## config.mk

```make
export PLATFORM = sky130hd
export DESIGN_NAME = tuart_tx_cfg_flat
export DESIGN_NICKNAME = d
export VERILOG_FILES = /design/src/rtl/tuart_tx_cfg_pkg.sv /design/src/rtl/tuart_tx_cfg_if.sv /design/src/rtl/tuart_tx_cfg_baud_tick.sv /design/src/rtl/tuart_tx_cfg.sv /design/src/flat_wrapper.sv
export SDC_FILE = /design/constraint.sdc
export NUM_CORES = 1
export LEC_CHECK = 0
export ABC_CLOCK_PERIOD_IN_PS = 4180
export CELL_PAD_IN_SITES_DETAIL_PLACEMENT = 1
export CELL_PAD_IN_SITES_GLOBAL_PLACEMENT = 2
export CORE_UTILIZATION = 34
export DETAILED_ROUTE_END_ITERATION = 12
export GPL_ROUTABILITY_DRIVEN = 0
export PLACE_DENSITY = 0.89
export SLEW_MARGIN = 10
export SYNTH_ARGS = -nofsm -noshare
export SYNTH_HDL_FRONTEND = slang
export SYNTH_HIERARCHICAL = 1
export SYNTH_SLANG_ARGS = --single-unit
```

## constraint.sdc

```tcl
create_clock -name clk_i -period 4.18 [get_ports clk_i]
set_input_delay 0.418 -clock clk_i [delete_from_list [all_inputs] [get_ports clk_i]]
set_output_delay 0.418 -clock clk_i [all_outputs]
set_load 0.05 [all_outputs]
```

## src/rtl/tuart_tx_cfg_pkg.sv

```systemverilog
// Shared types for the configurable Tiny-UART transmitter:
// parity mode, transmitter state, flow-control state and parity helpers.
package tuart_tx_cfg_pkg;

    typedef enum logic [1:0] {
        PAR_NONE = 2'd0,
        PAR_EVEN = 2'd1,
        PAR_ODD  = 2'd2
    } parity_t;

    typedef enum logic [2:0] {
        IDLE,
        START,
        DATA,
        PARITY,
        STOP,
        PAUSE
    } tuart_tx_state_t;

    typedef enum logic {
        XC_XON  = 1'b0,
        XC_XOFF = 1'b1
    } xcrtl_t;

    // Raw code 3 has no meaning and falls back to no parity.
    function automatic parity_t par_decode(logic [1:0] p);
        return (p == 2'd3) ? PAR_NONE : parity_t'(p);
    endfunction

    // xr is the XOR reduction of the data word.
    function automatic logic par_bit(parity_t p, logic xr);
        return (p == PAR_ODD) ? ~xr : xr;
    endfunction

endpackage

```

## src/rtl/tuart_tx_cfg_if.sv

```systemverilog
// Command/flow-control/serial bundle of the configurable UART transmitter.
// master drives stb/data/sel/div/par/stop2/xstb/xon/xoff; slave drives rdy/tx/paused/wdone.
interface tuart_tx_cfg_if #(
    parameter int WORD_BITS = 8,
    parameter int CMD_WORDS = 4,
    parameter int DIV_BITS  = 16
);
    import tuart_tx_cfg_pkg::*;

    logic                           stb_i;
    logic                           rdy_o;
    logic [WORD_BITS*CMD_WORDS-1:0] data_i;
    logic [$clog2(CMD_WORDS):0]     sel_i;
    logic [DIV_BITS-1:0]            div_i;
    logic [1:0]                     par_i;
    logic                           stop2_i;
    logic                           xstb_i;
    logic                           xon_i;
    logic                           xoff_i;
    logic                           tx_o;
    logic                           paused_o;
    logic                           wdone_o;

    modport master (
        output stb_i, data_i, sel_i, div_i, par_i, stop2_i,
        output xstb_i, xon_i, xoff_i,
        input  rdy_o, tx_o, paused_o, wdone_o
    );

    modport slave (
        input  stb_i, data_i, sel_i, div_i, par_i, stop2_i,
        input  xstb_i, xon_i, xoff_i,
        output rdy_o, tx_o, paused_o, wdone_o
    );

endinterface

```

## src/rtl/tuart_tx_cfg_baud_tick.sv

```systemverilog
// Bit-period timer: loadable down-counter, tick_o on the last clock of each bit.
// Ports: clk_i, rst_in, restart_i (load div_i-1), en_i (count), div_i (>=1), tick_o.
module tuart_baud_tick #(
    parameter int DIV_BITS = 16
) (
    input  logic                clk_i,
    input  logic                rst_in,
    input  logic                restart_i,
    input  logic                en_i,
    input  logic [DIV_BITS-1:0] div_i,
    output logic                tick_o
);

    logic [DIV_BITS-1:0] cnt_q;

    always_ff @(posedge clk_i or negedge rst_in) begin
        if (!rst_in) begin
            cnt_q <= '0;
        end else if (restart_i) begin
            cnt_q <= div_i - DIV_BITS'(1);
        end else if (en_i) begin
            // Self-reload so back-to-back bits need no restart.
            cnt_q <= (cnt_q == '0) ? div_i - DIV_BITS'(1)
                                   : cnt_q - DIV_BITS'(1);
        end
    end

    assign tick_o = en_i && (cnt_q == '0);

endmodule

```

## src/rtl/tuart_tx_cfg.sv

```systemverilog
// Runtime-configurable UART transmitter: 1..CMD_WORDS words per strobe, XON/XOFF between words.
// Ports: clk_i, rst_in (async, active-low), bus (slave side of tuart_tx_cfg_if).
module tuart_tx_cfg
    import tuart_tx_cfg_pkg::*;
#(
    parameter int WORD_BITS = 8,
    parameter int CMD_WORDS = 4,
    parameter int DIV_BITS  = 16
) (
    input  logic          clk_i,
    input  logic          rst_in,
    tuart_tx_cfg_if.slave bus
);

    localparam int MW = WORD_BITS * CMD_WORDS;
    localparam int SW = $clog2(CMD_WORDS) + 1;
    localparam int BW = $clog2(WORD_BITS + 1);
    localparam int WW = $clog2(CMD_WORDS + 1);

    tuart_tx_state_t     state_q, state_n;
    xcrtl_t              xc_q;
    parity_t             par_q, par_n;
    logic                stop2_q, stop2_n;
    logic [DIV_BITS-1:0] div_q, div_n;
    logic [WORD_BITS-1:0] sh_q, sh_n;
    logic [MW-1:0]       msg_q, msg_n;
    logic                pbit_q, pbit_n;
    logic [BW-1:0]       bcnt_q, bcnt_n;
    logic [WW-1:0]       wcnt_q, wcnt_n;
    logic                tx_q, tx_n;
    logic                rdy, paused, wdone;
    logic                xon, accept, tick, run, restart;
    logic                last_bit, last_stop, last_word;

    assign xon       = (xc_q == XC_XON);
    assign accept    = (state_q == IDLE) && xon && bus.stb_i
                       && (bus.sel_i != '0);
    assign last_bit  = (bcnt_q == BW'(WORD_BITS - 1));
    assign last_stop = !stop2_q || (bcnt_q == BW'(1));
    assign last_word = (wcnt_q == WW'(1));
    assign run       = state_q inside {START, DATA, PARITY, STOP};
    assign restart   = accept || ((state_q == PAUSE) && xon);

    // Frame settings are captured at accept and frozen until IDLE.
    assign div_n   = accept ? ((bus.div_i == '0) ? DIV_BITS'(1) : bus.div_i)
                            : div_q;
    assign par_n   = accept ? par_decode(bus.par_i) : par_q;
    assign stop2_n = accept ? bus.stop2_i : stop2_q;

    tuart_baud_tick #(
        .DIV_BITS (DIV_BITS)
    ) u_baud (
        .clk_i     (clk_i),
        .rst_in    (rst_in),
        .restart_i (restart),
        .en_i      (run),
        .div_i     (div_n),
        .tick_o    (tick)
    );

    always_ff @(posedge clk_i or negedge rst_in) begin
        if (!rst_in) begin
            xc_q <= XC_XON;
        end else if (bus.xstb_i) begin
            if (bus.xon_i) begin
                xc_q <= XC_XON;
            end else if (bus.xoff_i) begin
                xc_q <= XC_XOFF;
            end
        end
    end

    always_ff @(posedge clk_i or negedge rst_in) begin
        if (!rst_in) begin
            state_q <= IDLE;
        end else begin
            state_q <= state_n;
        end
    end

    always_comb begin
        state_n = state_q;
        unique case (state_q)
            IDLE:    if (accept) state_n = START;
            START:   if (tick) state_n = DATA;
            DATA: begin
                if (tick && last_bit) begin
                    state_n = (par_q != PAR_NONE) ? PARITY : STOP;
                end
            end
            PARITY:  if (tick) state_n = STOP;
            STOP: begin
                if (tick && last_stop) begin
                    if (last_word) begin
                        state_n = IDLE;
                    end else begin
                        state_n = xon ? START : PAUSE;
                    end
                end
            end
            PAUSE:   if (xon) state_n = START;
            default: state_n = IDLE;
        endcase
    end

    // Datapath: word shifter, message buffer, bit/stop and word counters.
    always_comb begin
        sh_n   = sh_q;
        msg_n  = msg_q;
        pbit_n = pbit_q;
        bcnt_n = bcnt_q;
        wcnt_n = wcnt_q;
        if (accept) begin
            sh_n   = bus.data_i[WORD_BITS-1:0];
            msg_n  = bus.data_i >> WORD_BITS;
            pbit_n = par_bit(par_n, ^bus.data_i[WORD_BITS-1:0]);
            bcnt_n = '0;
            wcnt_n = (bus.sel_i > SW'(CMD_WORDS)) ? WW'(CMD_WORDS)
                                                  : WW'(bus.sel_i);
        end else if (tick) begin
            unique case (state_q)
                DATA: begin
                    sh_n   = sh_q >> 1;
                    bcnt_n = last_bit ? '0 : bcnt_q + BW'(1);
                end
                STOP: begin
                    if (!last_stop) begin
                        bcnt_n = bcnt_q + BW'(1);
                    end else begin
                        bcnt_n = '0;
                        if (!last_word) begin
                            wcnt_n = wcnt_q - WW'(1);
                            sh_n   = msg_q[WORD_BITS-1:0];
                            msg_n  = msg_q >> WORD_BITS;
                            pbit_n = par_bit(par_q,
                                             ^msg_q[WORD_BITS-1:0]);
                        end
                    end
                end
                default: ;
            endcase
        end
    end

    always_ff @(posedge clk_i or negedge rst_in) begin
        if (!rst_in) begin
            par_q   <= PAR_NONE;
            stop2_q <= 1'b0;
            div_q   <= '0;
            sh_q    <= '0;
            msg_q   <= '0;
            pbit_q  <= 1'b0;
            bcnt_q  <= '0;
            wcnt_q  <= '0;
            tx_q    <= 1'b1;
        end else begin
            par_q   <= par_n;
            stop2_q <= stop2_n;
            div_q   <= div_n;
            sh_q    <= sh_n;
            msg_q   <= msg_n;
            pbit_q  <= pbit_n;
            bcnt_q  <= bcnt_n;
            wcnt_q  <= wcnt_n;
            tx_q    <= tx_n;
        end
    end

    // tx_n looks at the next state so the line changes on the bit edge.
    always_comb begin
        tx_n = 1'b1;
        unique case (state_n)
            START:   tx_n = 1'b0;
            DATA:    tx_n = sh_n[0];
            PARITY:  tx_n = pbit_n;
            default: tx_n = 1'b1;
        endcase
        rdy    = (state_q == IDLE) && xon;
        paused = (state_q == PAUSE);
        wdone  = (state_q == STOP) && tick && last_stop;
    end

    assign bus.tx_o     = tx_q;
    assign bus.rdy_o    = rdy;
    assign bus.paused_o = paused;
    assign bus.wdone_o  = wdone;

endmodule

```

## src/flat_wrapper.sv

```systemverilog
// flat-port wrapper written by rule: the top's interface ports become plain ports
module tuart_tx_cfg_flat import tuart_tx_cfg_pkg::*;
#(
    parameter int WORD_BITS = 8,
    parameter int CMD_WORDS = 4,
    parameter int DIV_BITS  = 16
)
  (clk_i, rst_in, bus_stb_i, bus_data_i, bus_sel_i, bus_div_i, bus_par_i, bus_stop2_i, bus_xstb_i, bus_xon_i, bus_xoff_i, bus_rdy_o, bus_tx_o, bus_paused_o, bus_wdone_o);
  tuart_tx_cfg_if #(.WORD_BITS(WORD_BITS), .CMD_WORDS(CMD_WORDS), .DIV_BITS(DIV_BITS)) bus_i ();
  input  logic clk_i;
  input  logic rst_in;
  input wire logic [$bits(bus_i.stb_i)-1:0] bus_stb_i;
  input wire logic [$bits(bus_i.data_i)-1:0] bus_data_i;
  input wire logic [$bits(bus_i.sel_i)-1:0] bus_sel_i;
  input wire logic [$bits(bus_i.div_i)-1:0] bus_div_i;
  input wire logic [$bits(bus_i.par_i)-1:0] bus_par_i;
  input wire logic [$bits(bus_i.stop2_i)-1:0] bus_stop2_i;
  input wire logic [$bits(bus_i.xstb_i)-1:0] bus_xstb_i;
  input wire logic [$bits(bus_i.xon_i)-1:0] bus_xon_i;
  input wire logic [$bits(bus_i.xoff_i)-1:0] bus_xoff_i;
  output wire logic [$bits(bus_i.rdy_o)-1:0] bus_rdy_o;
  output wire logic [$bits(bus_i.tx_o)-1:0] bus_tx_o;
  output wire logic [$bits(bus_i.paused_o)-1:0] bus_paused_o;
  output wire logic [$bits(bus_i.wdone_o)-1:0] bus_wdone_o;
  assign bus_i.stb_i = bus_stb_i;
  assign bus_i.data_i = bus_data_i;
  assign bus_i.sel_i = bus_sel_i;
  assign bus_i.div_i = bus_div_i;
  assign bus_i.par_i = bus_par_i;
  assign bus_i.stop2_i = bus_stop2_i;
  assign bus_i.xstb_i = bus_xstb_i;
  assign bus_i.xon_i = bus_xon_i;
  assign bus_i.xoff_i = bus_xoff_i;
  assign bus_rdy_o = bus_i.rdy_o;
  assign bus_tx_o = bus_i.tx_o;
  assign bus_paused_o = bus_i.paused_o;
  assign bus_wdone_o = bus_i.wdone_o;
  tuart_tx_cfg #(.WORD_BITS(WORD_BITS), .CMD_WORDS(CMD_WORDS), .DIV_BITS(DIV_BITS)) u_core (.clk_i(clk_i), .rst_in(rst_in), .bus(bus_i));
endmodule
```

# ---- Word-level counts from Yosys, hierarchy flattened
# Cells that the tools add are included.
dict set report totals {
  word_cells 116
  output_inout_bits 4
  register_bits 88
}
dict set report classes {
  eq_ne 17
  n_addsub 4
  magnitude_cmp 1
  bitwise 3
  n_reduce_logical 30
  n_mux 48
}
# operator n
set ops {}
lappend ops {{$mux 32} 5}
lappend ops {{$mux 16} 5}
lappend ops {{$mux 3} 15}
lappend ops {{$logic_not 16->1} 2}
lappend ops {{$mux 8} 4}
lappend ops {{$sub 16x1->16 const B} 2}
lappend ops {{$pmux 3 s6} 1}
lappend ops {{$mux 4} 4}
lappend ops {{$pmux 8 s2} 1}
lappend ops {{$reduce_xor 8->1} 2}
lappend ops {{$eq 3x2->1 const B} 4}
lappend ops {{$reduce_bool 2->1} 6}
lappend ops {{$eq 3x1->1 const B} 3}
lappend ops {{$logic_and 1x1->1} 9}
lappend ops {{$mux 1} 9}
lappend ops {{$pmux 4 s2} 1}
lappend ops {{$reduce_and 4->1} 2}
lappend ops {{$eq 2x2->1 const B} 3}
lappend ops {{$eq 3x3->1 const B} 2}
lappend ops {{$reduce_bool 3->1} 2}
lappend ops {{$add 4x1->4 const B} 1}
lappend ops {{$eq 4x1->1 const B} 1}
lappend ops {{$eq 4x3->1 const B} 1}
lappend ops {{$mux 2} 2}
lappend ops {{12 further kinds} 16}

# ---- Longest topological paths before layout
# Gate-level depths: netlist (run 1).
dict set report logic_depth {
  depth_word 9
  depth_mapped 15
  mapped_depth_nobuf 11
}

# ---- Hierarchy
# The synthesis (run 1) kept the hierarchy.
# module n_inst area_each_um2 seq_area_each_um2 cells_per_inst
set modules_own_cells {}
lappend modules_own_cells {tuart_tx_cfg 1 3201.8 1602.8 331}
lappend modules_own_cells {tuart_baud_tick 1 1365.1 400.4 168}

# ---- Least setup slack after synthesis (run 1)
# Ideal clock, no wire load.
dict set report synth_path {
  path_type {reg-to-reg}
  startpoint {register u_core.state_q[2]}
  endpoint {register u_core.u_baud.cnt_q[14]}
  n_path_buf 4
  stages_incl_launch_ff 16
  setup_ns 0.069
  required_time_ns 4.111
  period_less_slack_ns 3.846
  setup_slack_ns 0.334
  arrival_ns 3.776
  path_cell_list {dfrtp_1 buf_4 nor4_4 o211ai_1 clkbuf_1 buf_2 nand2_1 nand2_1 inv_1 ha_1 or4b_2 buf_2 nor4b_1 xor2_1 nand3_1 nand3_1}
}
dict set report synth_via {
  elab_chain_cells 9
}
# item line_no
set synth_lines {}
lappend synth_lines {{from (decl)} tuart_tx_cfg.sv:20} ;# tuart_tx_state_t state_q, state_n;
lappend synth_lines {{from (signal assigned)} tuart_tx_cfg.sv:77} ;# state_q <= state_n;
lappend synth_lines {{$logic_not 3->1 (*)} -}
lappend synth_lines {{$logic_and 1x1->1 (*)} -}
lappend synth_lines {{net bus_rdy_o} flat_wrapper.sv:21} ;# output wire logic [$bits(bus_i.rdy_o)-1:0] bus_rdy_o;
lappend synth_lines {{$logic_and 1x1->1 (*)} tuart_tx_cfg.sv:36} ;# assign accept = (state_q == IDLE) && xon && bus.stb_i
lappend synth_lines {{$logic_and 1x1->1 (*)} tuart_tx_cfg.sv:37} ;# && (bus.sel_i != '0);
lappend synth_lines {{$mux 16 (*)} tuart_tx_cfg.sv:45} ;# assign div_n = accept ? ((bus.div_i == '0) ? DIV_BITS'(1) : bus.div_i)
lappend synth_lines {{net u_core.div_n[1]} tuart_tx_cfg.sv:24} ;# logic [DIV_BITS-1:0] div_q, div_n;
lappend synth_lines {{$sub 16x1->16 (*)} {tuart_tx_cfg_baud_tick.sv:20, tuart_tx_cfg_baud_tick.sv:23}}
lappend synth_lines {{$mux 16} tuart_tx_cfg_baud_tick.sv:23} ;# cnt_q <= (cnt_q == '0) ? div_i - DIV_BITS'(1)
lappend synth_lines {{$mux 16} tuart_tx_cfg_baud_tick.sv:21} ;# end else if (en_i) begin
lappend synth_lines {{$mux 16 (*)} tuart_tx_cfg_baud_tick.sv:19} ;# end else if (restart_i) begin
lappend synth_lines {{to (signal assigned)} tuart_tx_cfg_baud_tick.sv:20} ;# cnt_q <= div_i - DIV_BITS'(1);
lappend synth_lines {{to (signal assigned)} tuart_tx_cfg_baud_tick.sv:23}
lappend synth_lines {{to (decl)} tuart_tx_cfg_baud_tick.sv:14} ;# logic [DIV_BITS-1:0] cnt_q;
# Mark *: on every way through the listed nets, which the timed path passes. The rest lies on a longest branch. The select of a mux whose other input is x is not followed.
# A chain may end at the register's enable or synchronous reset.

# ---- Worst setup path in the final report (run 1)
dict set report layout_path {
  startpoint {register u_core.state_q[2]}
  endpoint {register u_core.u_baud.cnt_q[14]}
}
dict set report layout_via {
  elab_chain_cells 9
}
# item line_no
set layout_lines {}
lappend layout_lines {{$logic_not 3->1 (*)} tuart_tx_cfg.sv:36}
lappend layout_lines {{$logic_and 1x1->1 (*) (2 in a row)} tuart_tx_cfg.sv:36}
lappend layout_lines {{$logic_and 1x1->1 (*)} tuart_tx_cfg.sv:37}
lappend layout_lines {{$mux 16 (*)} tuart_tx_cfg.sv:45}
lappend layout_lines {{net u_core.div_n[1]} tuart_tx_cfg.sv:24}
lappend layout_lines {{$sub 16x1->16 (*)} {tuart_tx_cfg_baud_tick.sv:20, tuart_tx_cfg_baud_tick.sv:23}}
lappend layout_lines {{$mux 16} tuart_tx_cfg_baud_tick.sv:23}
lappend layout_lines {{$mux 16} tuart_tx_cfg_baud_tick.sv:21}
lappend layout_lines {{$mux 16 (*)} tuart_tx_cfg_baud_tick.sv:19}
# Marks and branches as above.

==> impl_results.md, run 1 <==
- Synth Area in Simple Gates: 22.5%
- Number of CTS-inserted buffers: 9
- Global-route wire length before repair: 22,400 microns
- Net count after synthesis: 566
- Largest stage delay on the critical path: 0.71 ns
- FFs w/ async S/R, synth: 100%
- Setup TNS: 0 ns
- WP data required: 4.46 ns
- Final setup vio count: 0
- Dpl cell area: 5340 sq um
- Hold slack: 0.149 ns
- CP delay by family, top: simple AND/OR/NAND/NOR gates
- Compound-Gate Fraction of Synth Area: 18.4%
- Clock power share: 47.5%
- Drc violations: 0
- RSZ-0062 raised after global routing: no
- Clock Sink Count: 80
- Largest family of logic cells by synthesized area: simple AND/OR/NAND/NOR gates
- Met1 usage: 25.4%
- Startpoint types: flip-flop
- Max Slew Vio Count: 0
- Status: finished clean
- Area Growth Syn to Fin: 23.5%
- Maximum VDD drop: 0.000273 V
- Share of post-route cells with drive strength above 1: 7.65%
- Cts repair resizes: 0
- Syn Inst Count: 499
- Final Cycle Share: 85.9%
- Clock Latency Late Sink: 0.34 ns
- Routed Antenna Nets: 0
- Postcts setup bufs: 0
- Synth warn: 6
- Yosys reg bits: 80
- Slew HR: 47.9%
- Via count: 3,956
- Fin crit period: 3.59 ns
- Post-synthesis mux area share: 2.88%
- Hpwl dp: 9480 microns
- Adder-cell share of the synthesized area: 1.92%
- Number of antenna diodes: 0
- Sequential area share after synthesis: 43.9%
- IO buf count: 63
- EDFF count, synth: 0
- Buf/Inv on CP: 2
- CP endpoint kind: flip-flop
- Net Sw Frac: 21.6%
- Flop pwr share: 46.6%
- Die area: 13,900 sq um
- Antenna violations before repair: 0
- Clk_skew: 0.00698 ns
- Slowest stage cell, crit path: or4b_2
- Crit path DAT: 3.87 ns
- Worst Tran Pin Value: 0.782 ns
- Die height: 118 microns
- First-pass DRT Iterations: 4
- Post-Layout Cell Count: 734
- Comb power frac: 5.9%
- Starting DRT DRC Count: 181
- Tot Pwr: 1.67 mW
- CTS tree: built
- Largest net degree at the start of global routing: 60
- GR peak layer: met2
- FILL cells: 1,501
- Sw power: 0.360 mW
- # nets final: 625
- Io pins: 64
- Starting Density: 35.5%
- Rows: 41
- Fin area: 5640 sq um
- P_leak: 2.28 nW
- Via density: 5.39
- H-tree levels: 3
- PwrDens: 296 nW/um^2
- Critical-path cell list: nor4_4, o211ai_1, buf_4, nand2_1, nand2_1, inv_1, ha_1, or4b_2, nor4b_1, xor2_1, nand3_1, nand3_1
- Top_reg_cell synth: dfrtp_1
- CORE AREA: 12,900 sq um
- Root buffer cell: clkbuf_16
- CTS Buffer Depth: 2
- Vias in the first global route: 4,410
- Clock transition at path regs: 0.06 ns
- Avg Inst Size Synth: 9.15 sq um
- Met3 Resource Use GR: 5.38%
- Final wirelength: 12,900 microns
- GRT Overall Usage: 20.3%
- CP Class: flip-flop to flip-flop
- Placed insts: 719
- DIE WIDTH: 118 microns
- GRT met2 Usage: 34.1%
- Internal cell power: 1.31 mW
- Max cap viols: 0
- # hold bufs at CTS: 0
- Total congestion overflow: 0
- Count of cell types in the netlist: 66
- Xor and xnor area share after synthesis: 5.95%
- CP max FO: 19
- Final Hold Fails: 0
- Fmax: 279 MHz
- Worst min path class: primary input to asynchronous set/reset pin
- Cell Area, Synth: 4570 sq um
- Wire length per cell: 17.6 microns
==> worst paths after layout <==
path                                         startpoint                                  end  slack, ns  cells past startpoint
min in group clk_i         u_core/msg_q[11]$_DFFE_PN0P_          u_core/msg_q[3]$_DFFE_PN0P_       0.51                      2
max in group asynchronous                        rst_in         u_core/msg_q[10]$_DFFE_PN0P_       3.22                      2
setup reg to reg            u_core/state_q[2]$_DFF_PN0_  u_core/u_baud/cnt_q[14]$_DFFE_PN0P_       0.59                     12
hold / removal                                   rst_in         u_core/bcnt_q[3]$_DFFE_PN0P_       0.15                      1
setup / recovery            u_core/state_q[2]$_DFF_PN0_  u_core/u_baud/cnt_q[14]$_DFFE_PN0P_       0.59                     12
hold reg to reg            u_core/msg_q[11]$_DFFE_PN0P_          u_core/msg_q[3]$_DFFE_PN0P_       0.51                      2
==> cell usage after synthesis (2+ instances only) <==
master | instances | share of area, %
a31oi_1 | 2 | 0.27
nor2b_1 | 5 | 0.68
a22o_1 | 11 | 2.1
dfrtp_1 | 79 | 43
and2_1 | 2 | 0.27
xor2_1 | 5 | 0.96
or2_1 | 2 | 0.27
nor4_1 | 11 | 1.5
nand2b_1 | 6 | 0.82
or4_1 | 5 | 0.82
inv_1 | 17 | 1.4
or3b_1 | 2 | 0.38
o21ai_1 | 17 | 1.9
a2bb2oi_1 | 2 | 0.38
nand3b_1 | 4 | 0.66
nor3_1 | 21 | 2.3
nand3_1 | 14 | 1.5
nor3b_1 | 2 | 0.33
o21a_1 | 3 | 0.49
a22oi_1 | 21 | 3.5
o221ai_1 | 4 | 0.77
buf_6 | 2 | 0.49
o21ai_0 | 13 | 1.4
o211ai_1 | 5 | 0.82
a21oi_1 | 27 | 3.0
nand4_1 | 2 | 0.27
or4b_2 | 2 | 0.44
or3_1 | 3 | 0.41
xnor2_1 | 26 | 5.0
mux2i_1 | 12 | 2.6
clkbuf_1 | 10 | 0.82
ha_1 | 7 | 1.9
buf_4 | 3 | 0.49
nor2_1 | 30 | 2.5
a211oi_1 | 2 | 0.33
nand2_1 | 82 | 6.7
nor4_4 | 2 | 0.93
buf_2 | 8 | 0.88
==> per-stage QoR <==
step                util (%)  setup WS (ns)
finish                  43.8          0.590
global placement        41.5          0.497
floorplan                  -          0.334
CTS                     43.8          0.583
global route            43.8          0.385
detailed placement      41.5          0.442
==> power groups by stage <==
| stage | Combinational (mW) | Sequential (mW) | Clock (mW) |
|---|---|---|---|
| floorplan | 0.0174 | 0.792 | 0 |
| global placement | 0.101 | 0.792 | 0 |
| detailed placement | 0.102 | 0.792 | 0 |
| CTS | 0.102 | 0.778 | 0.814 |
| global route | 0.108 | 0.778 | 0.844 |
| finish | 0.0991 | 0.778 | 0.793 |
==> state kept, by name, summed over array words and instances (netlist names) <==
| register | cells |
|---|---|
| u_core/div_q | 16 |
| u_core/pbit_q | 1 |
| u_core/bus.tx_o | 1 |
| u_core/u_baud/cnt_q | 16 |
| u_core/xc_q | 1 |
| u_core/stop2_q | 1 |
| u_core/msg_q | 24 |
| u_core/sh_q | 8 |
| u_core/wcnt_q | 3 |
| u_core/par_q | 2 |
| u_core/bcnt_q | 4 |
| u_core/state_q | 3 |
==> metal layers <==
metal | vias up | part of all wire, %
met3 | 17 | 3.8
li1 | 1901 | -
met1 | 1967 | 46
met2 | 71 | 49
met5 | - | 0
met4 | 0 | 1.8
==> cell families (layout without fill, tap and decap cells) <==
| logic type | count (synthesis) | in the layout |
|---|---|---|
| and+or+nand+nor | 204 | 204 |
| DFF | 80 | 80 |
| muxes | 13 | 13 |
| xor gates and xnor gates | 31 | 31 |
| buffers and inverters | 42 | 105 |
| adders and majority gates | 7 | 7 |
| AOI/OAI and AO/OA | 122 | 122 |
==> layout by cell type, fill, tap and decap left out, types with 2 or more instances in the layout <==
cell type	n
o221ai_1	4
nor4_4	2
a2bb2oi_1	2
o21a_1	3
a31oi_1	2
a211oi_1	2
nor4_1	11
nand3b_1	4
and2_1	2
xnor2_1	26
clkbuf_16	9
o211ai_1	5
ha_1	7
or2_1	2
nand2b_1	6
nor3_1	21
clkdlybuf4s50_1	62
or4b_2	2
or3_1	3
o21ai_1	17
nand4_1	2
a22oi_1	21
nand3_1	14
xor2_1	5
clkinvlp_4	3
nor2b_1	5
buf_4	11
or4_1	5
a21oi_1	27
or3b_1	2
nand2_1	82
dfrtp_1	79
o21ai_0	13
mux2i_1	12
a22o_1	11
nor2_1	30
inv_1	17
nor3b_1	2
==> layout make-up <==
cell class,count,area (sq um),area share (%)
Multi-Input combinational cell,377,2360,41.8
Sequential cell,80,2000,35.5
Timing Repair Buffer,73,703,12.5
Clock buffer,10,239,4.24
Tap cell,172,215,3.82
Inverter,17,63.8,1.13
Clock inverter,5,57.6,1.02
No activity file was read; power rests on OpenSTA's default activity.
==> inputs of run 2 (changes only) <==
--- a/config.mk
+++ b/config.mk
@@ -6,6 +6,7 @@
 export NUM_CORES = 1
 export LEC_CHECK = 0
 export ABC_CLOCK_PERIOD_IN_PS = 4180
+export CAP_MARGIN = 20
 export CELL_PAD_IN_SITES_DETAIL_PLACEMENT = 1
 export CELL_PAD_IN_SITES_GLOBAL_PLACEMENT = 2
 export CORE_UTILIZATION = 34
==> results of run 2 <==
No change in the layout: final DEF, timing and power equal those of run 1.
==> inputs of run 3 (changes only) <==
--- a/config.mk
+++ b/config.mk
@@ -5,7 +5,6 @@
 export SDC_FILE = /design/constraint.sdc
 export NUM_CORES = 1
 export LEC_CHECK = 0
-export ABC_CLOCK_PERIOD_IN_PS = 4180
 export CAP_MARGIN = 20
 export CELL_PAD_IN_SITES_DETAIL_PLACEMENT = 1
 export CELL_PAD_IN_SITES_GLOBAL_PLACEMENT = 2
==> results of run 3 <==
No change in the layout: final DEF, timing and power equal those of run 1.
